`src/rtl/nibble_packer_pkg.sv`:
```
// rtl/nibble_packer_pkg.sv - shared types and constants for the nibble packer
//
// Purpose: state encoding, item width and default packing factor shared by
//          the packer and anything that instantiates it.
// Ports:   none (package).
package nibble_packer_pkg;

  typedef enum logic [1:0] {
    ST_IDLE = 2'd0,
    ST_FILL = 2'd1,
    ST_EMIT = 2'd2
  } state_t;

  localparam int ITEM_W          = 4;
  localparam int DEFAULT_NIBBLES = 4;

endpackage

```
`src/rtl/nibble_packer.sv`:
```
// rtl/nibble_packer.sv - packs 4-bit items into NIBBLES-wide output words
//
// Purpose: accepts one 4-bit item per cycle from an upstream queue, packs
//          them little-end first into a word, and presents the word (full,
//          or partial on flush) to a downstream consumer with a count.
// Ports:
//   clk        - rising-edge clock
//   reset      - asynchronous active-low reset
//   in_valid   - upstream item present (queue deq_valid)
//   in_data    - upstream item (queue dout)
//   in_ready   - item accepted this cycle (queue deq), registered
//   flush      - emit a partially filled word
//   out_valid  - packed word available
//   out_data   - packed word, first item in bits [3:0]
//   out_count  - number of valid items in out_data
//   out_ready  - downstream takes the word this cycle
//   words      - number of words emitted, wraps at 256
module nibble_packer
  import nibble_packer_pkg::*;
#(
  parameter int NIBBLES = DEFAULT_NIBBLES
) (
  input  logic                       clk,
  input  logic                       reset,
  input  logic                       in_valid,
  input  logic [ITEM_W-1:0]          in_data,
  output logic                       in_ready,
  input  logic                       flush,
  output logic                       out_valid,
  output logic [ITEM_W*NIBBLES-1:0]  out_data,
  output logic [3:0]                 out_count,
  input  logic                       out_ready,
  output logic [7:0]                 words
);

  localparam int         DATA_W   = ITEM_W * NIBBLES;
  localparam logic [2:0] CNT_LAST = 3'(NIBBLES - 1);

  state_t              state_q, state_d;
  logic [2:0]          cnt_q, cnt_d;
  logic [DATA_W-1:0]   data_q, data_d;
  logic [3:0]          out_count_q, out_count_d;
  logic [7:0]          words_q, words_d;
  logic                in_ready_q, in_ready_d;
  logic                out_valid_q, out_valid_d;
  logic                accept;

  // in_ready_q is only ever set in FILL, so this is also the FILL qualifier.
  assign accept = in_valid & in_ready_q;

  always_comb begin
    state_d     = state_q;
    cnt_d       = cnt_q;
    data_d      = data_q;
    out_count_d = out_count_q;
    words_d     = words_q;
    in_ready_d  = in_ready_q;
    out_valid_d = out_valid_q;

    case (state_q)
      ST_IDLE: begin
        state_d    = ST_FILL;
        in_ready_d = 1'b1;
      end

      ST_FILL: begin
        if (accept) begin
          for (int k = 0; k < NIBBLES; k++) begin
            if (cnt_q == 3'(k)) data_d[k*ITEM_W +: ITEM_W] = in_data;
          end
          // A flush alongside an accept closes the word including this item.
          if (cnt_q == CNT_LAST || flush) begin
            state_d     = ST_EMIT;
            out_count_d = {1'b0, cnt_q} + 4'd1;
            in_ready_d  = 1'b0;
            out_valid_d = 1'b1;
          end else begin
            cnt_d = cnt_q + 3'd1;
          end
        end else if (flush && cnt_q != 3'd0) begin
          state_d     = ST_EMIT;
          out_count_d = {1'b0, cnt_q};
          in_ready_d  = 1'b0;
          out_valid_d = 1'b1;
        end
      end

      ST_EMIT: begin
        if (out_ready) begin
          state_d     = ST_FILL;
          cnt_d       = 3'd0;
          data_d      = '0;
          out_count_d = 4'd0;
          words_d     = words_q + 8'd1;
          in_ready_d  = 1'b1;
          out_valid_d = 1'b0;
        end
      end

      default: begin
        state_d     = ST_IDLE;
        in_ready_d  = 1'b0;
        out_valid_d = 1'b0;
      end
    endcase
  end

  always_ff @(posedge clk or negedge reset) begin
    if (!reset) begin
      state_q     <= ST_IDLE;
      cnt_q       <= 3'd0;
      data_q      <= '0;
      out_count_q <= 4'd0;
      words_q     <= 8'd0;
      in_ready_q  <= 1'b0;
      out_valid_q <= 1'b0;
    end else begin
      state_q     <= state_d;
      cnt_q       <= cnt_d;
      data_q      <= data_d;
      out_count_q <= out_count_d;
      words_q     <= words_d;
      in_ready_q  <= in_ready_d;
      out_valid_q <= out_valid_d;
    end
  end

  assign in_ready  = in_ready_q;
  assign out_valid = out_valid_q;
  assign out_data  = data_q;
  assign out_count = out_count_q;
  assign words     = words_q;

endmodule

```
`config.mk`:
```
export PLATFORM = sky130hd
export DESIGN_NAME = nibble_packer
export DESIGN_NICKNAME = d
export VERILOG_FILES = /design/src/rtl/nibble_packer_pkg.sv /design/src/rtl/nibble_packer.sv
export SDC_FILE = /design/constraint.sdc
export NUM_CORES = 1
export LEC_CHECK = 0
export ABC_AREA = 1
export BUFFER_PORTS_ARGS = -buffer_cell sky130_fd_sc_hd__buf_2
export CAP_MARGIN = 20
export CORE_ASPECT_RATIO = 1.1
export CORE_MARGIN = 5
export CORE_UTILIZATION = 48
export CTS_CLUSTER_DIAMETER = 120
export DETAILED_ROUTE_END_ITERATION = 10
export HOLD_SLACK_MARGIN = 0.06
export PLACE_DENSITY = 0.75
export SYNTH_ARGS = -nofsm -noshare
export SYNTH_HDL_FRONTEND = slang
export SYNTH_SLANG_ARGS = --single-unit
```
`constraint.sdc`:
```
create_clock -name clk -period 1.4 [get_ports clk]
set_input_delay 0.28 -clock clk [delete_from_list [all_inputs] [get_ports clk]]
set_output_delay 0.28 -clock clk [all_outputs]
set_load 0.02 [all_outputs]
```
==> results.yml, run 1 <==
floorplan:
  start_util_pct: 49.5
  die_w_um: 68.3
  fp.dieH_um: 74.1
  pin_count: 39
  num_rows: 23
  die_area_um2: 5070
  coreArea_um2: 3630
run:
  maxCapViolCount: 0
logic_synthesis:
  ys.flop_type: "dfrtp_1"
  synthTopCellsByArea: "dfrtp_1 (49%), nand2_1 (19%), nand3_1 (6.1%), ha_1 (4.2%), inv_1 (3.6%)"
  avgSynthCellArea_um2: 7.81
  synthesis.area_um2: 1800
  async_flop_share_pct: 100
  ys_seq_area_share_pct: 48.8
  synth_top_area_cell: "dfrtp_1"
  syn-num-nets: 245
  synth_top_area_share_pct: 48.8
  synth-seq-cells: 35
  yosysUniqueCellTypes: 21
  yosys-top-cells-count: "nand2_1 (93), dfrtp_1 (35), nand3_1 (22), inv_1 (17), nor2_1 (11)"
  synth_cells: 230
  yosys_warnings: 0
  synth.most_common_cell: "nand2_1"
  synth-edff-count: 0
layout:
  fillers: 324
  drive_above_1_share_pct: 35.0
  final-seq-area_um2: 877
  num_antenna_cells: 0
  nNetsFinal: 309
  multi_input_area_um2: 932
  area_growth_pct: 34.1
  fin_area_um2: 2410
  fin_cells: 344
timing:
  clock_skew_ns: 0.00600
  setup_viol: 2
  fin_crit_sh_pct: 101
  rsz0062_at_grt: "true"
  relSlewSlack_pct: 73.6
  final_max_slew_viol_count: 0
  fin_ws_ns: -0.0156
  hold_viol_final: 0
  timing.fmax_mhz: 706
  final.min_clock_period_ns: 1.42
  worst_pin_slew_ns: 0.395
  fin_tns_setup_ns: -0.0184
worst_setup_path:
  cp_top_family: "simple AND/OR/NAND/NOR gates"
  arrival_ns: 1.64
  r2r-end: "cnt_q[2]"
  crit_buf_inv: 0
  worstRegToRegCells: 6
  startpoint_type: "flip-flop"
  cpMaxStageDelayCell: "dfrtp_1"
  cp_slowest_stage_delay_ns: 0.42
  r2r_slack_ns: -0.02
  required_ns: 1.63
  cp_max_fo: 4
  critPathKind: "reg2reg"
  worst_setup_path_end_kind: "flip-flop"
  timing.rr.start: "cnt_q[1]"
  crit_chain: "ha_2 -> ha_4 -> nor2_4 -> nand3_2 -> or2_0 -> nand2_1"
clocking:
  cts-buffers-inserted: 5
  insertion_delay_ns: 0.28
  cts_sinks: 35
  cts_root_buf: "clkbuf_8"
  htreeDepth: 2
  cts_buffer_depth: 2
  tritoncts: "yes"
  clk_pin_slew_ns: 0.07
route:
  post_drt_wl_per_cell_um: 12.0
  drtAntennaViolNets: 0
  drcViolationCount: 0
  drt_iter0_drc: 141
  vias: 1709
  routed_via_density: 4.97
  first_pass_iters: 4
  wl_um: 4130
grt:
  grt_max_degree: 21
  antenna_found_initial: 0
  busiest_layer: "met2"
  grt.total_usage_pct: 17.5
  use_met3_pct: 5.89
  grt_pass1_vias: 1582
  grtUsageMet2_pct: 29.6
  grt_overflow: 0
  gr-usage-met1_pct: 21.4
  grt_pass1_wl_um: 6660
power_and_ir_drop:
  leakage_nw: 1.34
  switching_share_pct: 46.6
  seqPwrFrac_pct: 31.4
  clkPwrFrac_pct: 14.0
  p_comb_share_pct: 54.6
  vdd.ir_drop.worst_v: 0.000979
  internal_power_w: 0.00283
  pwr_density_cell_nw_per_um2: 2200
  p_sw_w: 0.00247
hold_path:
  min_path_type: "in2reg"
  hp-start: "out_ready"
  holdPathEnd: "words[7]"
  holdPathStages: 4
place:
  io_buffers: 38
  post_dp_cell_area_um2: 2140
  gp_routability_congestion: 0.913
  numPlacedInstances: 327
  place_hpwl_um: 2960
run_status:
  violations: "negative setup slack"
  status: "complete, but fails checks"
-- cells in the final DEF (no fill, tap or decap), types with 2 or more instances in the layout --
master    instances
nor2_1           10
a21oi_1           2
nand2_2          11
nand3_2           3
buf_2            38
ha_1              4
nor2_4            5
clkbuf_8          6
nand4_1           5
dfrtp_1          34
buf_4            19
inv_1            17
xor2_1            2
o21ai_0           4
nor2_2            3
nand3_1          18
o21ai_1           9
nand2_4           3
nand2_1          82
inv_2             6
-- cell families after synthesis --
kind of cell | Yosys count | share of synthesized area [%]
AOI/OAI and AO/OA | 18 | 5.37
xor gates and xnor gates | 3 | 1.46
adders and majority gates | 6 | 4.18
buffers and inverters | 25 | 5.64
DFF | 35 | 48.8
and+or+nand+nor | 143 | 34.6
-- routing by layer --
| metal | up-vias | share of wire (%) |
|---|---|---|
| li1 | 863 | - |
| met1 | 800 | 44 |
| met2 | 39 | 50 |
| met3 | 7 | 5.1 |
| met4 | 0 | 1.1 |
| met5 | - | 0 |
-- repair_timing --
item	in CTS	in global routing
hold buffers	1	0
cloned	0	0
gates resized for setup	4	24
endpoints found under the hold margin	15	0
pin swaps	1	7
setup endpoints to repair	8	30
setup buffers	2	7
-- worst register-to-register path: stages, from the launching register on --
cell and delay, ns:
dfrtp_1 0.42, ha_2 0.22, ha_4 0.17, nor2_4 0.11, nand3_2 0.13, or2_0 0.24, nand2_1 0.07
-- cell type report --
cell class	instances	area share (%)
multi-input combinational	170	38.7
clock inverter	1	0.208
timing repair buffer	59	15.1
inverter	23	3.58
tap	50	2.60
clock buffer	6	3.43
sequential	35	36.4
-- registers in the layout (all words and copies together) (netlist names) --
signal     cells
out_count      4
state_q        2
words          8
in_ready       1
out_valid      1
out_data      16
cnt_q          3
-- power groups by stage --
| stage | Combinational, W | Clock, W | Sequential (W) |
|---|---|---|---|
| finish | 0.00289 | 0.000740 | 0.00167 |
| floorplan | 0.00131 | 0 | 0.00206 |
| detailed placement | 0.00252 | 0 | 0.00167 |
| global route | 0.00322 | 0.000804 | 0.00172 |
| CTS | 0.00255 | 0.000752 | 0.00166 |
| global placement | 0.00248 | 0 | 0.00167 |
-- worst max-delay path by stage --
stage / startpoint / endpoint / cells after the start
2_1_floorplan: cnt_q[0] / cnt_q[2] / 6
3_3_place_gp: cnt_q[0] / out_count[0] / 9
3_5_place_dp: cnt_q[0] / cnt_q[2] / 6
4_1_cts: cnt_q[0] / out_valid / 7
5_1_grt: cnt_q[0] / out_valid / 7
6_report: cnt_q[1] / cnt_q[2] / 6
-- stage by stage --
step / setup WS (ns) / util, % / total power, W / hold WS, ns
floorplan: -0.00660 / - / 0.00337 / -0.0156
global placement: -0.0377 / 59.0 / 0.00415 / 0.226
detailed placement: -0.101 / 59.0 / 0.00419 / 0.228
CTS: -0.0137 / 62.6 / 0.00496 / 0.360
global route: -0.0989 / 66.4 / 0.00575 / 0.373
finish: -0.0156 / 66.4 / 0.00530 / 0.359
Power figures use the tool's default switching activity.
==> run 2, diff against run 1 <==
--- a/config.mk
+++ b/config.mk
@@ -14,7 +14,7 @@
 export CTS_CLUSTER_DIAMETER = 120
 export DETAILED_ROUTE_END_ITERATION = 10
 export HOLD_SLACK_MARGIN = 0.06
-export PLACE_DENSITY = 0.75
+export PLACE_DENSITY = 0.81
 export SYNTH_ARGS = -nofsm -noshare
 export SYNTH_HDL_FRONTEND = slang
 export SYNTH_SLANG_ARGS = --single-unit
==> results.yml, run 2 (synthesis results as in run 1) <==
run_status:
  status: "complete, but fails checks"
  violations: "negative setup slack"
worst_setup_path:
  timing.rr.start: "cnt_q[0]"
  r2r_slack_ns: -0.03
  r2r-end: "out_count[1]"
  cp_max_fo: 5
  arrival_ns: 1.60
  worstRegToRegCells: 8
  startpoint: "cnt_q[0]"
  required_ns: 1.57
  worst_setup_path_end_kind: "flip-flop"
  critPathKind: "reg2reg"
  startpoint_type: "flip-flop"
floorplan:
  die_w_um: 68.3
  pin_count: 39
  num_rows: 23
  fp.dieH_um: 74.1
  start_util_pct: 49.5
  coreArea_um2: 3630
  die_area_um2: 5070
timing:
  hold_viol_final: 0
  relSlewSlack_pct: 73.2
  rsz0062_at_grt: "true"
  fin_tns_setup_ns: -0.0724
  final_max_slew_viol_count: 0
  timing.fmax_mhz: 700
  worst_pin_slew_ns: 0.401
  clock_skew_ns: 0.00496
  fin_crit_sh_pct: 102
  setup_viol: 4
  fin_ws_ns: -0.0281
  final.min_clock_period_ns: 1.43
clocking:
  cts_buffer_depth: 2
  cts_sinks: 35
  htreeDepth: 2
  tritoncts: "yes"
  cts_root_buf: "clkbuf_8"
  insertion_delay_ns: 0.29
  clk_pin_slew_ns: 0.07
  cts-buffers-inserted: 5
hold_path:
  holdPathEnd: "out_data[9]"
  holdPathStages: 5
  hp-start: "in_data[1]"
  min_path_type: "in2reg"
layout:
  nNetsFinal: 312
  final_cell_mix: "nand2_1 (78), buf_2 (38), dfrtp_1 (32)"
  area_growth_pct: 38.5
  largest_reg_flops: 16
  fin_cells: 347
  fillers: 295
  layout_commonest_cell: "nand2_1"
  num_antenna_cells: 0
  fin_area_um2: 2490
  drive_above_1_share_pct: 38.4
route:
  vias: 1716
  wl_um: 4510
  routed_via_density: 4.95
  drt_iter0_drc: 110
  post_drt_wl_per_cell_um: 13.0
  drcViolationCount: 0
  drtAntennaViolNets: 0
  first_pass_iters: 4
place:
  gp_routability_congestion: 0.898
  numPlacedInstances: 329
  place_hpwl_um: 3150
  post_dp_cell_area_um2: 2150
  io_buffers: 38
grt:
  grt_pass1_vias: 1675
  grt_pass1_wl_um: 7210
  grt_max_degree: 21
  antenna_found_initial: 0
  grt_overflow: 0
  grt.total_usage_pct: 18.7
power_and_ir_drop:
  power_w: 0.00551
  leakage_nw: 1.38
  pwr_density_cell_nw_per_um2: 2210
  vdd.ir_drop.worst_v: 0.000905
run:
  maxCapViolCount: 0
## run 2: cell types whose count changed in the layout (fill, tap and decap cells not counted), sizes merged
| cell | change |
|---|---|
| buf | +3 |
## run 2: through the flow
stage / utilization (%) / hold WS (ns) / setup slack [ns]
2_1_floorplan: - / -0.0156 / -0.00660
6_report: 68.6 / 0.376 / -0.0281
3_5_place_dp: 59.4 / 0.228 / -0.0800
4_1_cts: 63.7 / 0.361 / 0.00137
3_3_place_gp: 59.4 / 0.226 / -0.0247
5_1_grt: 68.6 / 0.403 / -0.103
## run 2: worst max-delay path by stage
stage	endpoint	slack [ns]	cells past startpoint
finish	out_count[1]	-0.03	8
detailed placement	out_count[2]	-0.08	9
global placement	out_count[0]	-0.02	9
CTS	words[4]	0.001	6
global route	out_count[1]	-0.10	9
floorplan	cnt_q[2]	-0.007	6
## run 2: layer usage
| metal | GRT usage [%] | routed length [um] | vias up |
|---|---|---|---|
| met4 | 6.40 | 80 | 0 |
| met1 | 23.1 | 1850 | 813 |
| met5 | 0 | 0 | - |
| met2 | 31.7 | 2380 | 34 |
| li1 | - | - | 859 |
| met3 | 4.38 | 199 | 10 |
## run 2: timing repair
action                     4_1_cts  5_1_grt
setup endpoints to repair       10       31
hold buffers                     1        0
resized for setup                9       34
hold endpoints to repair        15        0
setup buffers                    2        8
pin swaps                        2       17
cloned                           0        0
## run 2: layout make-up
| cell class | instances | area, um^2 | area share, % |
|---|---|---|---|
| Multi-Input combinational cell | 170 | 980 | 39.4 |
| Timing Repair Buffer | 62 | 389 | 15.6 |
| Tap cell | 50 | 62.6 | 2.52 |
| Clock buffer | 6 | 82.6 | 3.32 |
| Sequential cell | 35 | 880 | 35.4 |
| Clock inverter | 1 | 5.00 | 0.201 |
| Inverter | 23 | 88.8 | 3.57 |
## run 2: worst max-delay path: stages, from the launching register on
cell and delay (ns):
dfrtp_2 0.44, ha_4 0.18, ha_4 0.17, nor2_4 0.10
nand2_1 0.06, nand2_1 0.08, nand2_2 0.11, nand3_1 0.11
nand2_1 0.06
## run 2: power by group
group	switching [W]	leakage (nW)	internal [W]	total (W)
Sequential	0.000297	0.442	0.00140	0.00170
Clock	0.000349	0.0470	0.000386	0.000735
Combinational	0.00195	0.887	0.00112	0.00308
Total	0.00260	1.38	0.00291	0.00551
